--- src/rtl/counter_pkg.sv ---
// counter_pkg: shared constants for the counter CPU datapath, control unit and bench monitors
package counter_pkg;
  localparam int DEF_WIDTH = 8;
  localparam int DEF_LIMIT = 10;
  localparam logic SRC_ZERO = 1'b0;
  localparam logic SRC_INC = 1'b1;
  localparam logic [2:0] S0 = 3'd0;
  localparam logic [2:0] S1 = 3'd1;
  localparam logic [2:0] S2 = 3'd2;
  localparam logic [2:0] S3 = 3'd3;
  localparam logic [2:0] S4 = 3'd4;
endpackage

--- src/rtl/counter_datapath_if.sv ---
// counter_datapath_if: command/status and valid/ready output bundle between control side and datapath
interface counter_datapath_if import counter_pkg::*; #(parameter int WIDTH = DEF_WIDTH) ();
  logic ASrcMuxSel;
  logic ALoad;
  logic OutPort;
  logic ALt10;
  logic [WIDTH-1:0] a_value;
  logic [WIDTH-1:0] out_data;
  logic out_valid;
  logic out_ready;
  logic ovr_clr;
  logic out_overrun;
  modport master (
    output ASrcMuxSel, ALoad, OutPort, out_ready, ovr_clr,
    input ALt10, a_value, out_data, out_valid, out_overrun
  );
  modport slave (
    input ASrcMuxSel, ALoad, OutPort, out_ready, ovr_clr,
    output ALt10, a_value, out_data, out_valid, out_overrun
  );
endinterface

--- src/rtl/counter_out_stage.sv ---
// counter_out_stage: valid/ready output stage with sticky overrun; 4-deep FIFO when COUNTER_DP_FIFO_EN is defined
module counter_out_stage #(parameter int WIDTH = 8) (
  input  logic clk,
  input  logic reset,
  input  logic capture,
  input  logic [WIDTH-1:0] din,
  input  logic ready,
  input  logic ovr_clr,
  output logic [WIDTH-1:0] data,
  output logic valid,
  output logic overrun
);
  logic ovr_set;
`ifdef COUNTER_DP_FIFO_EN
  logic [WIDTH-1:0] mem [4];
  logic [1:0] head, tail;
  logic [2:0] count;
  logic pop, push;
  assign pop = (count != 3'd0) && ready;
  assign push = capture && ((count != 3'd4) || pop);
  assign ovr_set = capture && (count == 3'd4) && !pop;
  assign data = mem[head];
  assign valid = count != 3'd0;
  // circular buffer: push at tail, pop at head; a full FIFO may push and pop in one edge
  always_ff @(posedge clk or negedge reset)
    if (!reset) begin
      for (int i = 0; i < 4; i++) mem[i] <= '0;
      head <= '0;
      tail <= '0;
      count <= '0;
    end else begin
      if (push) mem[tail] <= din;
      if (push) tail <= tail + 2'd1;
      if (pop) head <= head + 2'd1;
      count <= count + 3'(push) - 3'(pop);
    end
`else
  assign ovr_set = capture && valid && !ready;
  // single holding register: a capture always loads, even over unconsumed data
  always_ff @(posedge clk or negedge reset)
    if (!reset) begin
      data <= '0;
      valid <= 1'b0;
    end else if (capture) begin
      data <= din;
      valid <= 1'b1;
    end else if (valid && ready) valid <= 1'b0;
`endif
  // sticky overrun flag, a new event beats a simultaneous clear
  always_ff @(posedge clk or negedge reset)
    if (!reset) overrun <= 1'b0;
    else overrun <= ovr_set || (overrun && !ovr_clr);
endmodule

--- src/rtl/counter_datapath.sv ---
// counter_datapath: accumulator A with zero/increment mux, A<LIMIT status and output stage (COUNTER_DP_FIFO_EN selects FIFO stage)
module counter_datapath import counter_pkg::*; #(
  parameter int WIDTH = DEF_WIDTH,
  parameter int LIMIT = DEF_LIMIT,
  parameter int STEP = 1
) (
  input logic clk,
  input logic reset,
  counter_datapath_if.slave bus
);
  logic [WIDTH-1:0] a, a_src;
  assign a_src = (bus.ASrcMuxSel == SRC_INC) ? a + WIDTH'(STEP) : '0;
  assign bus.a_value = a;
  assign bus.ALt10 = a < WIDTH'(LIMIT);
  // accumulator loads the mux result when enabled, increment wraps at WIDTH bits
  always_ff @(posedge clk or negedge reset)
    if (!reset) a <= '0;
    else if (bus.ALoad) a <= a_src;
  counter_out_stage #(.WIDTH(WIDTH)) u_out (
    .clk(clk),
    .reset(reset),
    .capture(bus.OutPort),
    .din(a),
    .ready(bus.out_ready),
    .ovr_clr(bus.ovr_clr),
    .data(bus.out_data),
    .valid(bus.out_valid),
    .overrun(bus.out_overrun)
  );
endmodule

--- src/flat_wrapper.sv ---
// flat-port wrapper written by rule: the top's interface ports become plain ports
module counter_datapath_flat import counter_pkg::*;
#(
  parameter int WIDTH = DEF_WIDTH,
  parameter int LIMIT = DEF_LIMIT,
  parameter int STEP = 1
)
  (clk, reset, bus_ASrcMuxSel, bus_ALoad, bus_OutPort, bus_out_ready, bus_ovr_clr, bus_ALt10, bus_a_value, bus_out_data, bus_out_valid, bus_out_overrun);
  counter_datapath_if #(.WIDTH(WIDTH)) bus_i ();
  input logic clk;
  input logic reset;
  input wire logic [$bits(bus_i.ASrcMuxSel)-1:0] bus_ASrcMuxSel;
  input wire logic [$bits(bus_i.ALoad)-1:0] bus_ALoad;
  input wire logic [$bits(bus_i.OutPort)-1:0] bus_OutPort;
  input wire logic [$bits(bus_i.out_ready)-1:0] bus_out_ready;
  input wire logic [$bits(bus_i.ovr_clr)-1:0] bus_ovr_clr;
  output wire logic [$bits(bus_i.ALt10)-1:0] bus_ALt10;
  output wire logic [$bits(bus_i.a_value)-1:0] bus_a_value;
  output wire logic [$bits(bus_i.out_data)-1:0] bus_out_data;
  output wire logic [$bits(bus_i.out_valid)-1:0] bus_out_valid;
  output wire logic [$bits(bus_i.out_overrun)-1:0] bus_out_overrun;
  assign bus_i.ASrcMuxSel = bus_ASrcMuxSel;
  assign bus_i.ALoad = bus_ALoad;
  assign bus_i.OutPort = bus_OutPort;
  assign bus_i.out_ready = bus_out_ready;
  assign bus_i.ovr_clr = bus_ovr_clr;
  assign bus_ALt10 = bus_i.ALt10;
  assign bus_a_value = bus_i.a_value;
  assign bus_out_data = bus_i.out_data;
  assign bus_out_valid = bus_i.out_valid;
  assign bus_out_overrun = bus_i.out_overrun;
  counter_datapath #(.WIDTH(WIDTH), .LIMIT(LIMIT), .STEP(STEP)) u_core (.clk(clk), .reset(reset), .bus(bus_i));
endmodule
--- config.mk ---
export PLATFORM = sky130hd
export DESIGN_NAME = counter_datapath_flat
export DESIGN_NICKNAME = d
export VERILOG_FILES = /design/src/rtl/counter_pkg.sv /design/src/rtl/counter_datapath_if.sv /design/src/rtl/counter_out_stage.sv /design/src/rtl/counter_datapath.sv /design/src/flat_wrapper.sv
export SDC_FILE = /design/constraint.sdc
export NUM_CORES = 1
export LEC_CHECK = 0
export CORE_ASPECT_RATIO = 1.25
export CORE_MARGIN = 4
export CORE_UTILIZATION = 44
export DETAILED_ROUTE_END_ITERATION = 8
export GPL_ROUTABILITY_DRIVEN = 0
export PLACE_DENSITY_LB_ADDON = 0.2
export SYNTH_ARGS = -nofsm -noshare
export SYNTH_HDL_FRONTEND = slang
export SYNTH_SLANG_ARGS = --single-unit
--- constraint.sdc ---
create_clock -name clk -period 1.4 [get_ports clk]
set_input_delay 0.28 -clock clk [delete_from_list [all_inputs] [get_ports clk]]
set_output_delay 0.28 -clock clk [all_outputs]
set_load 0.05 [all_outputs]
# Word-level counts from Yosys, hierarchy flattened
# Cells that the tools add are included.
[op_classes]
addsub = 1
magnitude_cmp = 1
n_mux = 3
reduce_logical = 8
[op_table]
columns = ["op", "count"]
rows = [
  ["adder 8 x 1 -> 8 bit, second input constant", 1],
  ["< comparator 8 x 4 -> 1 bit, second input constant", 1],
  ["two-way mux 8 bit", 1],
  ["logical AND 1 bit", 4],
  ["logical NOT 1 bit", 2],
  ["two-way mux 1 bit", 2],
  ["nonzero test 2 bit", 1],
  ["logical OR 1 bit", 1],
]
[totals]
regBits = 18
input_bits = 7
out_inout_bits = 19
wordCells = 17

# Depth between registers and ports, before layout
[logic_depth]
depth_word = 3
ltp_mapped = 4
ltp_nobuf = 4

# By module
# From an unflattened synthesis, not the netlist that was laid out.
[hier_totals]
cells_unflattened = 66
hier_area_um2 = 822.0
[modules_own_cells]
columns = ["mod", "instances", "cells_per_inst", "area_each_um2", "seq_area_each_um2"]
rows = [
  ["counter_datapath", 1, 43, 414.1, 200.2],
  ["counter_out_stage", 1, 23, 407.9, 250.2],
]

# Worst setup path before layout
# No wires, ideal clock.
[synth_path]
kind = "register -> output"
from = "register u_core.a[4] (netlist: u_core.bus.a_value[4])"
to = "output port bus_ALt10"
t_arrival_ns = 1.344
required_time_ns = 1.120
path_slack_ns = -0.224
stages_incl_launch_ff = 3
n_path_buf = 0
cell_sequence = "dfrtp_1 > nor4_1 > and2_1"
[synth_between]
elab_chain_cells = 1
[synth_rtl]
columns = ["element", "line", "text"]
rows = [
  ["start: declaration", "counter_datapath.sv:11", "logic [WIDTH-1:0] a, a_src;"],
  ["start signal: assignment", "counter_datapath.sv:18", "else if (bus.ALoad) a <= a_src;"],
  ["< comparator 8 x 4 -> 1 bit", "counter_datapath.sv:14", "assign bus.ALt10 = a < WIDTH'(LIMIT);"],
  ["end: declaration", "flat_wrapper.sv:17", "output wire logic [$bits(bus_i.ALt10)-1:0] bus_ALt10;"],
]
# No other way between the ends.

# Final worst setup path
[layout_path]
from = "register u_core.a[7] (netlist: u_core.bus.a_value[7])"
to = "output port bus_ALt10"
# The elaborated chain is that of the path after synthesis.

==> results.py <==
metrics = {
    "status": {
        "violations": "negative setup slack",
        "run_status": "complete, but fails checks",
    },
    "sta": {
        "grt_setup_unrepaired": "yes",
        "transition_time_of_the_tightest_slew_check_pin_ps": 295.4,
        "final_hold_viol_count": 0,
        "min_period_over_period_pct": 115.3,
        "final.setup.tns_ps": -256.0,
        "timing.max_slew.rel_slack_pct": 80.14,
        "final_critical_path_setup_slack_ps": -214.7,
        "timing.clock.skew_ps": 3.377,
        "drv_slew": 0,
        "setup_viol": 2,
        "max_clock_freq_mhz": 619.3,
        "final_period_minus_worst_setup_slack_ps": 1615,
    },
    "grt": {
        "maximum_number_of_pins_on_one_net_before_global_route_repair": 19,
        "globalRouteTotalUtil_pct": 16.05,
        "grt_remaining_overflow": 0,
        "grt_pass1_vias": 717,
        "wire_length_of_the_first_global_routing_pass_um": 3105,
        "grt_antenna_before_repair": 0,
    },
    "drt": {
        "remaining_drc_errors": 0,
        "via_count": 712,
        "route.final.wire_length_um": 2114,
        "drt_pass1_iterations": 4,
        "wl_per_cell_um": 17.19,
        "final_antenna_net_count": 0,
        "detail_routed_via_count_per_cell": 5.789,
        "drt_iter0_drc": 24,
    },
    "die": {
        "placementRows": 16,
        "die_width_um": 46.04,
        "design.core.area_sq_um": 1642,
        "design.die.area_sq_um": 2557,
        "io_pins": 26,
        "die_h_um": 55.55,
        "initial_utilization_pct": 48.48,
    },
    "cts": {
        "clk-insertion-delay-late_ps": 300,
        "cts_hold_repair.buffers": 0,
        "cts.root.buffer_cell": "sky130_fd_sc_hd__clkbuf_4",
        "h-tree-depth": 1,
        "cts.clk_slew.worst_paths_ps": 110,
        "cts_buffer_depth": 2,
        "cts_num_sinks": 18,
        "cts_made_buffers": 3,
        "clock_tree_from_tritoncts": "yes",
    },
    "synth": {
        "synth-seq-area-share_pct": 56.60,
        "yosysWarningCount": 0,
        "synth_area_sq_um": 795.8,
        "synthesis.instances": 68,
        "avgSynthCellArea_sq_um": 11.70,
        "ys_ff_latch": 18,
        "synth.lib_cells_used.distinct": 27,
        "mappedNetlistNets": 76,
    },
    "cells_and_area": {
        "insertedDiodeCount": 0,
        "syn_to_layout_area_delta_pct": 74.21,
        "final_util_pct": 84.45,
        "layout.nets": 114,
        "sequential_cell_area_sq_um": 457.9,
        "final_layout_size_suffix_gt1_share_pct": 47.62,
        "count_of_filler_cells_inserted_in_the_layout": 79,
        "multi_input_comb_area_sq_um": 335.3,
    },
    "worst_setup_path": {
        "timing.critical_path.fanout_max": 2,
        "critical_path_endpoint_category": "primary output",
        "cp-start-kind": "register",
        "worstSetupPathType": "register to primary output",
        "r2r_start": "u_core.bus.a_value[2]$_DFFE_PN0P_",
        "startpoint": "u_core.bus.a_value[7]$_DFFE_PN0P_",
        "crit_arrival_ps": 1330,
        "cp_data_required_time_ps": 1120,
    },
    "place": {
        "dpl.hpwl_um": 1491,
        "placement.setup.worst_slack_ps": -177.6,
        "portBuffers": 25,
    },
    "pwr": {
        "power.ir.vdd_worst_mv": 0.9525,
        "power-per-cell-area_nw_per_um2": 1167,
        "power_mw": 1.618,
        "power.leakage_nw": 0.6211,
    },
    "min_path": {
        "holdCritPathClass": "input pin to asynchronous set/reset pin",
    },
    "run": {
        "max_cap_viol": 0,
    },
}
[cell families (layout without fill, tap and decap cells)]
| family | count (synthesis) | in the layout | synth area share (%) |
|---|---|---|---|
| flip-flops | 18 | 18 | 56.60 |
| AO/OA/AOI/OAI | 13 | 13 | 10.69 |
| buffers and inverters | 7 | 44 | 3.458 |
| XOR/XNOR | 1 | 1 | 1.101 |
| adder cells (fa/ha/maj) | 1 | 1 | 1.572 |
| multiplexers | 9 | 9 | 12.58 |
| AND/OR/NAND/NOR | 19 | 19 | 14.00 |
[report_power, final]
group | internal (mW) | switching, mW
registers | 0.575 | 0.0879
clock network | 0.159 | 0.173
logic | 0.308 | 0.314
total | 1.04 | 0.575
[final cells by class]
class	instances	area share (%)
Sequential cell	18	33.03
Multi-Input combinational cell	43	24.19
Timing Repair Buffer	35	37.18
Clock buffer	4	2.617
Inverter	5	1.354
Tap cell	18	1.625
[state kept, by name, indices dropped and copies added, names as in the netlist]
register / count
u_core.bus.a_value: 8
u_core.u_out.data: 8
u_core.u_out.overrun: 1
u_core.u_out.valid: 1
[stage by stage]
step           std cells  area (sq um)  hold slack, ps
2_1_floorplan         68         803.3          -15.59
3_3_place_gp         118          1325           538.3
3_5_place_dp         118          1325           559.5
4_1_cts              122          1369           302.5
5_1_grt              123          1386           297.2
6_report             123          1386           293.4
[layout by cell type (no fill, tap or decap), types with 2 or more instances in the layout]
| cell | Yosys | layout |
|---|---|---|
| sky130_fd_sc_hd__or3_1 | 2 | 2 |
| sky130_fd_sc_hd__o21ai_0 | 5 | 4 |
| sky130_fd_sc_hd__buf_12 | 0 | 19 |
| sky130_fd_sc_hd__dfrtp_1 | 18 | 12 |
| sky130_fd_sc_hd__mux2_2 | 8 | 8 |
| sky130_fd_sc_hd__clkbuf_4 | 0 | 3 |
| sky130_fd_sc_hd__dfrtp_2 | 0 | 6 |
| sky130_fd_sc_hd__a21oi_1 | 2 | 2 |
| sky130_fd_sc_hd__nand3_1 | 6 | 6 |
| sky130_fd_sc_hd__clkdlybuf4s50_1 | 0 | 6 |
| sky130_fd_sc_hd__nand2_1 | 2 | 2 |
| sky130_fd_sc_hd__inv_1 | 5 | 5 |
| sky130_fd_sc_hd__buf_4 | 0 | 10 |
| sky130_fd_sc_hd__nand4_1 | 2 | 2 |
[critical path, cell delays in order (launching register included)]
cell and delay [ps]:
sky130_fd_sc_hd__dfrtp_1 430, sky130_fd_sc_hd__nor4_4 280, sky130_fd_sc_hd__and2_4 200, sky130_fd_sc_hd__buf_12 130
[per-layer routing]
layer / vias to the layer above / routed length, um / part of all wire, % / global-route usage, %
li1: 325 / - / - / -
met1: 347 / 793 / 38 / 19.13
met2: 34 / 1138 / 54 / 27.17
met3: 6 / 139 / 6.6 / 1.948
met4: 0 / 43 / 2.0 / 7.317
met5: - / 0 / 0 / 0
[Yosys cell counts, drive strengths merged]
cell type / count / area (sq um)
dfrtp: 18 / 450.4
mux2: 8 / 90.09
nand3: 6 / 30.03
inv: 5 / 18.77
o21ai: 5 / 25.02
nand4: 3 / 25.02
a21oi: 2 / 10.01
nand2: 2 / 7.510
or3: 2 / 12.51
a21o: 1 / 7.510
a32o: 1 / 10.01
and2: 1 / 6.260
buf: 1 / 5.000
clkbuf: 1 / 3.750
ha: 1 / 12.51
mux2i: 1 / 10.01
nand2b: 1 / 6.260
nand3b: 1 / 7.510
nor2: 1 / 3.750
nor2b: 1 / 6.260
nor4: 1 / 6.260
o211ai: 1 / 7.510
o221ai: 1 / 8.760
o2bb2ai: 1 / 8.760
o31ai: 1 / 7.510
xor2: 1 / 8.760
[path summary, 6_finish.rpt]
check                                                    end  slack, ps  cells after the start
min reg2reg                u_core.bus.a_value[0]$_DFFE_PN0P_        570                      1
max reg2reg                u_core.bus.a_value[5]$_DFFE_PN0P_         90                      3
max in group asynchronous  u_core.bus.a_value[1]$_DFFE_PN0P_        890                      2
max                                                bus_ALt10       -210                      3
min                         u_core.u_out.data[3]$_DFFE_PN0P_        290                      2
min in group clk           u_core.bus.a_value[0]$_DFFE_PN0P_        570                      1
[timing repair]
| item | CTS | global route |
|---|---|---|
| setup buffers | 0 | 1 |
| endpoints found under the setup margin | 1 | 2 |
| cloned | 0 | 0 |
| pin swaps | 1 | 2 |
| resized for setup | 2 | 3 |
| endpoints found under the hold margin | 0 | 0 |
No activity file was read; power rests on OpenSTA's default activity.
